===== config.mk =====
export PLATFORM = sky130hd
export DESIGN_NAME = object_fetcher
export DESIGN_NICKNAME = d
export VERILOG_FILES = /design/src/rtl/object_fetcher_pkg.sv /design/src/rtl/object_fetcher.sv
export SDC_FILE = /design/constraint.sdc
export NUM_CORES = 1
export LEC_CHECK = 0
export CORE_MARGIN = 10
export CORE_UTILIZATION = 30
export DETAILED_ROUTE_END_ITERATION = 8
export GPL_TIMING_DRIVEN = 0
export PLACE_DENSITY = 0.59
export SYNTH_ARGS = -nofsm -noshare
export SYNTH_HDL_FRONTEND = slang
export SYNTH_SLANG_ARGS = --single-unit

===== constraint.sdc =====
create_clock -name clock -period 4.32 [get_ports clock]
set_clock_uncertainty 0.05 [all_clocks]
set_input_delay 0.432 -clock clock [delete_from_list [all_inputs] [get_ports clock]]
set_output_delay 0.432 -clock clock [all_outputs]
set_load 0.05 [all_outputs]

===== src/rtl/object_fetcher_pkg.sv =====
// Shared payload types for the object buffer read path.
package object_fetcher_pkg;

  typedef struct packed {
    logic [23:0] color;
    logic [9:0]  x;
    logic [9:0]  y;
  } object_t;

endpackage


===== src/rtl/object_fetcher.sv =====
// Read-side master for object_buffer: rewinds the buffer on frame start and streams
// every stored object downstream over a valid/ready handshake.
module object_fetcher
  import object_fetcher_pkg::*;
#(
  parameter  int unsigned MAX_OBJECTS = 50,
  localparam int unsigned IW          = (MAX_OBJECTS > 1) ? $clog2(MAX_OBJECTS) : 1
) (
  input  logic          clock,
  input  logic          reset_n,
  input  logic          frame_start,
  input  object_t       buf_data,
  input  logic          buf_read_end,
  output logic          buf_switch,
  output logic          buf_read,
  output object_t       obj_out,
  output logic          obj_valid,
  input  logic          obj_ready,
  output logic [IW-1:0] obj_index,
  output logic          obj_last,
  output logic          busy,
  output logic          frame_done
);

  typedef enum logic [2:0] {
    IDLE    = 3'd0,
    REWIND  = 3'd1,
    SETTLE  = 3'd2,
    PRESENT = 3'd3,
    ADVANCE = 3'd4,
    DONE    = 3'd5
  } state_e;

  localparam logic [IW-1:0] LAST_IDX = IW'(MAX_OBJECTS - 1);

  state_e        state_q, state_d;
  logic [IW-1:0] cnt_q, cnt_d;
  object_t       obj_out_q, obj_out_d;
  logic [IW-1:0] obj_index_q, obj_index_d;
  logic          obj_last_q, obj_last_d;
  logic          obj_valid_q, obj_valid_d;
  logic          busy_q, busy_d;
  logic          frame_done_q, frame_done_d;
  logic          buf_switch_q, buf_switch_d;
  logic          buf_read_q, buf_read_d;

  // Next-state, payload capture and output decode (outputs decoded from next state
  // so every pin is a clean flop aligned with the state it belongs to).
  always_comb begin
    state_d     = state_q;
    cnt_d       = cnt_q;
    obj_out_d   = obj_out_q;
    obj_index_d = obj_index_q;
    obj_last_d  = obj_last_q;

    case (state_q)
      IDLE: begin
        if (frame_start) state_d = REWIND;
      end
      REWIND: begin
        cnt_d   = '0;
        state_d = SETTLE;
      end
      SETTLE: begin
        obj_out_d   = buf_data;
        obj_last_d  = buf_read_end || (cnt_q == LAST_IDX);
        obj_index_d = cnt_q;
        state_d     = PRESENT;
      end
      PRESENT: begin
        if (obj_ready) begin
          if (obj_last_q) begin
            state_d = DONE;
          end else begin
            cnt_d   = cnt_q + IW'(1);
            state_d = ADVANCE;
          end
        end
      end
      ADVANCE: state_d = SETTLE;
      DONE:    state_d = IDLE;
      default: state_d = IDLE;
    endcase

    busy_d       = (state_d != IDLE);
    obj_valid_d  = (state_d == PRESENT);
    buf_switch_d = (state_d == REWIND);
    buf_read_d   = (state_d == ADVANCE);
    frame_done_d = (state_d == DONE);
  end

  always_ff @(posedge clock or negedge reset_n) begin
    if (!reset_n) begin
      state_q      <= IDLE;
      cnt_q        <= '0;
      obj_out_q    <= '0;
      obj_index_q  <= '0;
      obj_last_q   <= 1'b0;
      obj_valid_q  <= 1'b0;
      busy_q       <= 1'b0;
      frame_done_q <= 1'b0;
      buf_switch_q <= 1'b0;
      buf_read_q   <= 1'b0;
    end else begin
      state_q      <= state_d;
      cnt_q        <= cnt_d;
      obj_out_q    <= obj_out_d;
      obj_index_q  <= obj_index_d;
      obj_last_q   <= obj_last_d;
      obj_valid_q  <= obj_valid_d;
      busy_q       <= busy_d;
      frame_done_q <= frame_done_d;
      buf_switch_q <= buf_switch_d;
      buf_read_q   <= buf_read_d;
    end
  end

  assign obj_out    = obj_out_q;
  assign obj_index  = obj_index_q;
  assign obj_last   = obj_last_q;
  assign obj_valid  = obj_valid_q;
  assign busy       = busy_q;
  assign frame_done = frame_done_q;
  assign buf_switch = buf_switch_q;
  assign buf_read   = buf_read_q;

endmodule


Word-level counts from Yosys, hierarchy flattened. Index checks and enable logic that the tools add are counted.

Add/subtract/negate cells: 1. Mux-type cells: 7. Equal/unequal tests: 11. Reduce and logical (&&, ||, !) cells: 6.

Operators with widths (count): two-way mux 6 bit (2); case mux 3 bit (4 select lines) (1); case mux 6 bit (2 select lines) (1); equality test 3 x 2 -> 1 bit, second input constant (3); equality test 3 bit, second input constant (3); adder 6 x 1 -> 6 bit, second input constant (1); equality test 3 x 1 -> 1 bit, second input constant (2); equality test 6 bit, second input constant (1); two-way mux 3 bit (2); != test 2 bit, second input constant (2); zero test 3 bit (1); AND reduction 3 bit (1); nonzero test 3 bit (1); nonzero test 2 bit (1); OR reduction 2 bit (1); logical OR 1 bit (1); two-way mux 1 bit (1).

Register bits after elaboration: 65. Output and inout bits: 56. Input bits: 49.

Depth between registers and ports, before layout. Gate-level depths: netlist of the first run.

Depth in word-level cells: 4. Gate-level depth with buffers: 5. Mapped depth without buffers: 5.

Worst setup path before layout of the first run. No wires, ideal clock.

Path type: register to register. Start point: register obj_last_q (netlist: obj_last). End point: register cnt_q[5]. Clock period less this slack: 1.714 ns. Cell stages (with the launch flop): 5. Setup time: 0.120 ns. Setup slack: 2.606 ns. Arrival: 1.543 ns. Required time: 4.150 ns. Path buffers: 0. Cells stage by stage: dfrtp_1 > nand2b_4 > a2111oi_4 > a31oi_1 > a41o_1.

Longest elaborated chain between the ends: 2.

Ends and longest elaborated chain: start, declared (RTL line object_fetcher.sv:40) `logic obj_last_q, obj_last_d;`; start signal, assigned (RTL line object_fetcher.sv:109) `obj_last_q <= obj_last_d;`; != test 2 bit (no line); AND reduction 3 bit (no line); end signal, assigned (RTL line object_fetcher.sv:106) `cnt_q <= cnt_d;`; end, declared (RTL line object_fetcher.sv:37) `logic [IW-1:0] cnt_q, cnt_d;`.

No other way between the ends. A chain may end at the register's enable or synchronous reset.

Worst setup path after layout of the first run.
Start point: register obj_last_q (netlist: obj_last). End point: output obj_last.

RTL lines: end, declared (RTL line object_fetcher.sv:20) `output logic obj_last,`.

No word-level cell between the ends.

==> reports/summary.txt, run 1 <==
Run status = finished clean
Final hold viol count = 0
YS warnings = 0
Worst R2R Setup Slack = 2690 ps
Vias in the first global route = 1858
Crit. End Element = output pin
Max Cap Viol = 0
Net switching power = 0.001683 W
Clock power share = 13.8%
Clock Tree Buf Depth = 2
Buffers added on ports = 104
CORE AREA = 8341 um2
Initial Util = 31.19%
Syn Nets = 226
IO Pins = 105
CTS tree = yes
PwrDens = 913.2 nW/um2
Sequential-to-total area share from yosys stat = 62.53%
GRT met1 Usage = 12.71%
Period Utilization, post-route = 47.41%
GR peak layer = met2
Via density per instance = 4.498
Met2 usage = 15.40%
Hold WS = 145.0 ps
Seq cells post-synth = 65
Synth unique cells = 30
Tmin final = 2048 ps
DR WL/cell = 16.11 um
# clock sinks = 65
Mapped Avg Cell Area = 14.86 um2
Synthesized area = 2601 um2
Initial antenna violation count = 0
Required time worst endpoint = 3840 ps
Commonest non-fill, non-tap cell in the layout = clkdlybuf4s50_1
Reg power frac = 28.7%
Total CTS buffers = 9
Critical path type = register to output pin
Final setup viols = 0
Least-Margin Pin Slew = 808.8 ps
ANT nets after route = 0
Total wire length = 6445 um
Placer Congestion = 0.7392
Startpoint Class = register
Net Sw Frac = 46.55%
Crit path max-delay family = buffers and inverters
Rows = 33
Total congestion overflow = 0
Synth Instances = 175
Die span in y = 113.1 um
Crit-path max FO = 5
Commonest non-fill, non-tap cells in the layout = clkdlybuf4s50_1 (103), dfrtp_1 (65), mux2_1 (50), nor2_1 (11), clkbuf_8 (10)
GRT Total Usage = 10.23%
Die width = 113.1 um
Post-CTS Hold Buffers = 0
CTS Root Cell = clkbuf_8
Internal power = 0.001933 W
Clock Latency Late Sink = 330 ps
Initial drt markers = 25
Comb power frac = 57.5%
CP Cell Sequence = clkdlybuf4s50_1
# DRC = 0
CTS H-tree lvls = 3
GR Util met3 = 4.702%
Critical path arrival = 1570 ps
Die area = 12800 um2
Clock transition at the registers of the reported paths = 70 ps
Setup TNS = 0 ps
Crit path buf inv count = 1
Slowest cell on the critical path = clkdlybuf4s50_1
Share of cells above drive strength 1 = 8.475%
Largest stage delay, worst path = 840 ps
Static leakage = 1.669 nW
Total number of vias = 1799
Rel. slew slack = 46.08%
Post-CTS Setup Bufs = 0
HP Class = input pin to asynchronous set/reset pin
Synthesis-to-finish area growth = 52.24%
Post-CTS resize count = 0
N_diodes = 0
Router iterations before antenna repair = 4
Fmax = 0.4883 GHz
DP HPWL = 4883 um
Global-route wire length before repair = 10470 um
Peak VDD IR = 0.2905 mV
RSZ-0062 raised after global routing = no
Final Slew Violations = 0
Largest net degree at the start of global routing = 66
Nets = 341
==> flip-flops by register name, summed over array words and instances, names as in the netlist, 3 cells and up <==
register,count
obj_out,44
state_q,3
obj_index,6
cnt_q,6
==> per-layer routing <==
metal	part of all wire, %	wire length, um
met2	47	3047
met5	0	0
met3	7.8	503
met1	44	2826
met4	1.1	68
==> cells in the mapped netlist <==
| cell type | n | area, um2 |
|---|---|---|
| nand2b_1 | 1 | 6.260 |
| nor2_1 | 11 | 41.29 |
| and3_1 | 2 | 12.51 |
| clkbuf_1 | 1 | 3.750 |
| a31oi_1 | 1 | 6.260 |
| a2111oi_2 | 1 | 15.01 |
| nand2b_2 | 1 | 8.760 |
| mux2_1 | 50 | 563.0 |
| nor2b_1 | 2 | 12.51 |
| nand2_1 | 5 | 18.77 |
| nand2b_4 | 1 | 13.76 |
| or3_1 | 1 | 6.260 |
| a2111oi_4 | 1 | 27.53 |
| a41o_1 | 1 | 10.01 |
| ha_1 | 2 | 25.02 |
| or2_1 | 1 | 6.260 |
| a21oi_1 | 4 | 20.02 |
| a41oi_1 | 1 | 8.760 |
| a22o_1 | 2 | 17.52 |
| dfrtp_1 | 65 | 1627 |
| buf_2 | 1 | 5.000 |
| xnor2_1 | 2 | 17.52 |
| o21ai_0 | 5 | 25.02 |
| o22ai_1 | 1 | 6.260 |
| nor2_4 | 1 | 11.26 |
| inv_1 | 3 | 11.26 |
| o21a_1 | 1 | 7.510 |
| nand3_1 | 1 | 5.000 |
| and2_1 | 1 | 6.260 |
| buf_6 | 5 | 56.30 |
==> power groups by stage <==
stage               Combinational [W]  Sequential, W  Clock (W)
floorplan                    0.000524        0.00191          0
global placement              0.00209        0.00104          0
detailed placement            0.00212        0.00105          0
CTS                           0.00212        0.00104   0.000522
global route                  0.00219        0.00108   0.000552
finish                        0.00208        0.00104   0.000499
==> metrics by stage <==
stage	cells	instance area, um2	util, %	total power [W]	worst slack (ps)
floorplan	175	2601	-	0.002438	2606
global placement	384	3774	45.24	0.003132	485.2
detailed placement	384	3771	45.21	0.003170	2227
CTS	400	3960	47.48	0.003684	2241
global route	400	3960	47.48	0.003824	2204
finish	400	3960	47.48	0.003616	2272
==> area by class of cell <==
| type | instances | area (um2) |
|---|---|---|
| Buffer | 7 | 65.06 |
| Clock buffer | 13 | 148.9 |
| Clock inverter | 3 | 40.04 |
| Fill cell | 775 | 4380 |
| Inverter | 3 | 11.26 |
| Multi-Input combinational cell | 100 | 898.4 |
| Sequential cell | 65 | 1627 |
| Tap cell | 105 | 131.4 |
| Timing Repair Buffer | 104 | 1039 |
==> worst register-to-register path, stage by stage, from the launching register on <==
cell and delay (ps):
dfrtp_1 430, nand2b_1 210, nor2_4 260, buf_6 210, mux2_1 340
==> path summary, 6_finish.rpt <==
check                           cells past startpoint         from      endpoint
worst max-delay path                                1     obj_last      obj_last
worst min-delay path                                1      reset_n   obj_out[31]
worst max register to register                      4   state_q[2]    obj_out[4]
worst min register to register                      1  obj_out[19]   obj_out[19]
max in group asynchronous                           1      reset_n  obj_index[5]
min in group clock                                  1  obj_out[19]   obj_out[19]
==> logic make-up after synthesis <==
kind of cell	share of synthesized area (%)
flops	62.53
mux	21.65
simple gates	5.724
compound gates	5.532
buf+inv	2.934
xor+xnor	0.6735
fa+ha+maj	0.9618
Note: power is estimated with default switching activity, not from simulation.
==> run 2, diff against run 1 <==
--- a/config.mk
+++ b/config.mk
@@ -9,7 +9,7 @@
 export CORE_UTILIZATION = 30
 export DETAILED_ROUTE_END_ITERATION = 8
 export GPL_TIMING_DRIVEN = 0
-export PLACE_DENSITY = 0.59
+export PLACE_DENSITY = 0.61
 export SYNTH_ARGS = -nofsm -noshare
 export SYNTH_HDL_FRONTEND = slang
 export SYNTH_SLANG_ARGS = --single-unit
==> constraint.sdc (replaced) <==
create_clock -name clock -period 1.87 [get_ports clock]
set_clock_uncertainty 0.05 [all_clocks]
set_input_delay 0.187 -clock clock [delete_from_list [all_inputs] [get_ports clock]]
set_output_delay 0.187 -clock clock [all_outputs]
set_load 0.05 [all_outputs]
==> reports/summary.txt, run 2 (synthesized netlist as in run 1, its figures left out) <==
Commonest non-fill, non-tap cells in the layout = clkdlybuf4s50_1 (103), dfrtp_1 (65), mux2_1 (50), nor2_1 (11), clkbuf_8 (11)
RSZ-0062 raised after global routing = no
Clock Tree Buf Depth = 2 (unchanged)
Max reg flops = 44 (unchanged)
Final Slew Violations = 0 (unchanged)
Filler cells = 776 (+0.13%)
Clock transition at the registers of the reported paths = 70 ps (about the same)
CTS Root Cell = clkbuf_8
Startpoint Class = register
Placed Cells = 384 (unchanged)
Fmax = 0.5579 GHz
Nets = 342 (+0.29%)
Least-Margin Pin Slew = 815.2 ps (+6.358 ps)
Via density per instance = 4.465 (-0.72%)
Total wire length = 6256 um (-2.9%)
N_diodes = 0 (unchanged)
Crit-path max FO = 5 (unchanged)
Max Cap Viol = 0 (unchanged)
Initial Util = 31.19% (unchanged)
Largest stage delay, worst path = 840 ps (about the same)
CTS H-tree lvls = 3 (unchanged)
Post-CTS resize count = 0 (unchanged)
Cells on worst reg2reg path = 4 (unchanged)
Critical path arrival = 1560 ps (about the same)
CP Cell Sequence = clkdlybuf4s50_1
Setup TNS = 0 ps (unchanged)
GRT Total Usage = 9.891% (-0.34 points)
Crit. Startpoint = obj_last
DP HPWL = 4721 um (-3.3%)
# DRC = 0 (unchanged)
Power Total = 0.008352 W (+130%)
Rows = 33 (unchanged)
Peak VDD IR = 0.7894 mV (+170%)
Tmin final = 1793 ps
Vias in the first global route = 1868 (+0.54%)
Reg area = 1627 um2 (unchanged)
Final Util = 47.67% (+0.20 points)
Total congestion overflow = 0 (unchanged)
Run status = finished clean
Synthesis-to-finish area growth = 52.86%
Hold Path Stages = 3
Final setup viols = 0 (unchanged)
Die width = 113.1 um (unchanged)
Commonest non-fill, non-tap cell in the layout = clkdlybuf4s50_1
Router iterations before antenna repair = 4 (unchanged)
Worst R2R Start = state_q[2]
Final non-filler cell total = 400 (unchanged)
Crit. End Element = output pin
# clock sinks = 65 (unchanged)
HP Class = input pin to register
Global-route wire length before repair = 10220 um (-2.4%)
Hold-critical path endpoint = buf_switch
Reg2reg end = obj_out[35]
Slowest cell on the critical path = clkdlybuf4s50_1
Final Instance Area = 3976 um2 (+0.41%)
Critical path type = register to output pin
Placer Congestion = 0.7419 (+0.37%)
Buffers added on ports = 104 (unchanged)
Initial drt markers = 25 (unchanged)
CORE AREA = 8341 um2 (unchanged)
Placement-stage cell area = 3771 um2 (unchanged)
Initial antenna violation count = 0 (unchanged)
Crit path max-delay family = buffers and inverters
Final hold viol count = 0 (unchanged)
Required time worst endpoint = 1630 ps (-2210 ps)
Crit path buf inv count = 1 (unchanged)
Die span in y = 113.1 um (unchanged)
Largest net degree at the start of global routing = 66 (unchanged)
PwrDens = 2100 nW/um2 (+130%)
DR WL/cell = 15.64 um (-2.9%)
Die area = 12800 um2 (unchanged)
Share of cells above drive strength 1 = 8.814% (+0.34 points)
ANT nets after route = 0 (unchanged)
Period Utilization, post-route = 95.86%
Area of the multi-input gates = 898.4 um2 (unchanged)
Total number of vias = 1786 (-0.72%)
Total CTS buffers = 9 (unchanged)
CTS tree = yes
Hold_sp = frame_start
Rel. slew slack = 45.65% (-0.42 points)
Clock Latency Late Sink = 320 ps (about the same)
Static leakage = 1.678 nW (+0.54%)
IO Pins = 105 (unchanged)
Worst R2R Setup Slack = 270 ps (-2420 ps)
==> run 2: final cells by class <==
class	count	share of cell area, %
Sequential cell	65	40.91
Inverter	3	0.2832
Multi-Input combinational cell	100	22.59
Clock buffer	12	3.902
Timing Repair Buffer	105	26.37
Buffer	7	1.636
Clock inverter	3	1.007
Tap cell	105	3.304
==> run 2: per-stage QoR <==
stage	worst slack, ps	hold WS (ps)
3_5_place_dp	14.61	297.5
6_report	77.50	385.5
5_1_grt	12.92	380.8
3_3_place_gp	-1727	415.8
4_1_cts	34.35	361.5
2_1_floorplan	156.2	-158.6
==> run 2: per-layer routing <==
metal  vias up  part of all wire [%]  global-route usage, %
met5         -                     0                      0
met4         0                  0.94                  2.792
met3         6                   8.8                  4.966
met2        63                    47                  15.48
met1       874                    43                  11.71
li1        843                     -                      -
==> run 2: power breakdown <==
part / total (W) / switching, W / leakage (nW) / internal [W]
Sequential: 0.00239 / 0.000335 / 0.785 / 0.00206
Clock: 0.00117 / 0.000492 / 0.102 / 0.000677
Combinational: 0.00479 / 0.00303 / 0.791 / 0.00176
==> run 2: worst max path at each step <==
stage | end | slack, ps | cells past startpoint
finish | obj_last | 80 | 1
floorplan | cnt_q[5] | 160 | 4
CTS | obj_last | 30 | 1
global route | obj_last | 10 | 1
global placement | obj_index[1] | -1730 | 1
detailed placement | cnt_q[5] | 10 | 5
==> run 2: what timing repair did <==
action / 4_1_cts / 5_1_grt
endpoints found under the hold margin: 65 / 0
hold buffers: 1 / 0
buffers inserted: 0 / 0
==> run 3, diff against run 2 <==
--- a/config.mk
+++ b/config.mk
@@ -5,10 +5,12 @@
 export SDC_FILE = /design/constraint.sdc
 export NUM_CORES = 1
 export LEC_CHECK = 0
+export ABC_CLOCK_PERIOD_IN_PS = 1870
 export CORE_MARGIN = 10
 export CORE_UTILIZATION = 30
 export DETAILED_ROUTE_END_ITERATION = 8
 export GPL_TIMING_DRIVEN = 0
+export MAX_ROUTING_LAYER = met4
 export PLACE_DENSITY = 0.61
 export SYNTH_ARGS = -nofsm -noshare
 export SYNTH_HDL_FRONTEND = slang
==> reports/summary.txt, run 3 (synthesized netlist as in run 1, its figures left out) <==
Run status = finished clean
Final non-filler cell total = 400 (unchanged)
Share of cells above drive strength 1 = 8.814% (unchanged)
Nets = 342 (unchanged)
Peak VDD IR = 0.7892 mV (about the same)
Via density per instance = 4.468 (about the same)
Critical path type = register to output pin
Slowest cell on the critical path = clkdlybuf4s50_1
Die area = 12800 um2 (unchanged)
Total congestion overflow = 0 (unchanged)
Initial Util = 31.19% (unchanged)
Max Cap Viol = 0 (unchanged)
Largest stage delay, worst path = 840 ps (about the same)
Comb power frac = 57.4% (about the same)
Tmin final = 1792 ps (-0.2689 ps)
# DRC = 0 (unchanged)
Net Sw Frac = 46.21% (about the same)
Buffers added on ports = 104 (unchanged)
Placed Cells = 384 (unchanged)
Final setup viols = 0 (unchanged)
Setup TNS = 0 ps (unchanged)
IO Pins = 105 (unchanged)
Rel. slew slack = 45.59% (-0.061 points)
Critical path arrival = 1560 ps (about the same)
CORE AREA = 8341 um2 (unchanged)
Clock Latency Late Sink = 320 ps (about the same)
Hold WS = 385.7 ps (+0.1630 ps)
Reg power frac = 28.6% (about the same)
RSZ-0062 raised after global routing = no
Worst R2R Start = state_q[2]
Router iterations before antenna repair = 4 (unchanged)
Commonest non-fill, non-tap cells in the layout = clkdlybuf4s50_1 (103), dfrtp_1 (65), mux2_1 (50), nor2_1 (11), clkbuf_8 (11)
Startpoint Class = register
Required time worst endpoint = 1630 ps (about the same)
Hold_sp = frame_start
Crit path max-delay family = buffers and inverters
GRT Total Usage = 10.20% (+0.31 points)
Period Utilization, post-route = 95.84% (about the same)
Largest net degree at the start of global routing = 66 (unchanged)
Final hold viol count = 0 (unchanged)
Total number of vias = 1787 (+0.056%)
CP Cell Sequence = clkdlybuf4s50_1
Internal power = 0.004493 W (about the same)
DP HPWL = 4721 um (unchanged)
Crit path buf inv count = 1 (unchanged)
Clock transition at the registers of the reported paths = 70 ps (about the same)
DR WL/cell = 15.65 um (about the same)
Final Slew Violations = 0 (unchanged)
Least-Margin Pin Slew = 816.1 ps (+0.9147 ps)
CTS Root Cell = clkbuf_8
ANT nets after route = 0 (unchanged)
CTS H-tree lvls = 3 (unchanged)
Placer Congestion = 0.7511 (+1.2%)
Crit. Startpoint = obj_last
PwrDens = 2101 nW/um2 (about the same)
Initial antenna violation count = 0 (unchanged)
Static leakage = 1.678 nW (unchanged)
Die width = 113.1 um (unchanged)
Die span in y = 113.1 um (unchanged)
Clock power share = 14.0% (about the same)
Net switching power = 0.003860 W (about the same)
Vias in the first global route = 1871 (+0.16%)
HP Class = input pin to register
Synthesis-to-finish area growth = 52.86% (unchanged)
N_diodes = 0 (unchanged)
# clock sinks = 65 (unchanged)
Rows = 33 (unchanged)
Fmax = 0.5580 GHz (about the same)
Power Total = 0.008353 W (about the same)
Total CTS buffers = 9 (unchanged)
Crit-path max FO = 5 (unchanged)
Max reg flops = 44 (unchanged)
Post-CTS Setup Bufs = 0 (unchanged)
Commonest non-fill, non-tap cell in the layout = clkdlybuf4s50_1
Total wire length = 6261 um (about the same)
Global-route wire length before repair = 10230 um (about the same)
CTS tree = yes
Initial drt markers = 31 (+24%)
Crit. End Element = output pin
Clock Tree Buf Depth = 2 (unchanged)
## run 3: cell counts in the layout (fill, tap and decap cells not counted)
Identical to the previous run, type by type.
## run 3: tightest hold or removal path, cell delays in order
cell and delay [ps]:
clkdlybuf4s50_1 440, inv_1 70, nor2_1 40
## run 3: timing repair
| item | in CTS | in global routing |
|---|---|---|
| hold endpoints to repair | 65 | 0 |
| gates resized for setup | 0 | 0 |
| hold buffers | 1 | 0 |
## run 3: power by group through the flow
| stage | sequential [W] | combinational (W) | clock (W) |
|---|---|---|---|
| after floorplan | 0.00442 | 0.00121 | 0 |
| after global placement | 0.00240 | 0.00483 | 0 |
| after detailed placement | 0.00243 | 0.00487 | 0 |
| after CTS | 0.00240 | 0.00488 | 0.00123 |
| after global routing | 0.00249 | 0.00505 | 0.00130 |
| final | 0.00239 | 0.00479 | 0.00117 |
## run 3: cell type report
type | count | area, um2
Multi-Input combinational cell | 100 | 898.4
Fill cell | 776 | 4364
Tap cell | 105 | 131.4
Timing Repair Buffer | 105 | 1049
Sequential cell | 65 | 1627
Buffer | 7 | 65.06
Clock inverter | 3 | 40.04
Clock buffer | 12 | 155.1
Inverter | 3 | 11.26
## run 3: metal layers
metal,vias up,GRT usage [%],wire length [um]
li1,844,-,-
met1,874,11.96,2762
met2,63,15.48,2962
met3,6,4.649,476
met4,0,2.792,59
met5,-,-,0
## run 3: through the flow
step                instance area, um2  setup slack (ps)  util, %
floorplan                         2601             156.2        -
global placement                  3774             -1727    45.24
detailed placement                3771             14.61    45.21
CTS                               3976             34.35    47.67
global route                      3976             12.92    47.67
finish                            3976             77.76    47.67
## run 3: worst paths after layout
| kind | cells past startpoint | slack [ps] | endpoint |
|---|---|---|---|
| min in group asynchronous | 2 | 450 | obj_out[26] |
| max | 1 | 80 | obj_last |
| max reg2reg | 4 | 270 | obj_out[35] |
| max in group asynchronous | 2 | 790 | obj_out[42] |
| min reg2reg | 1 | 430 | obj_out[14] |
| min | 3 | 390 | buf_switch |
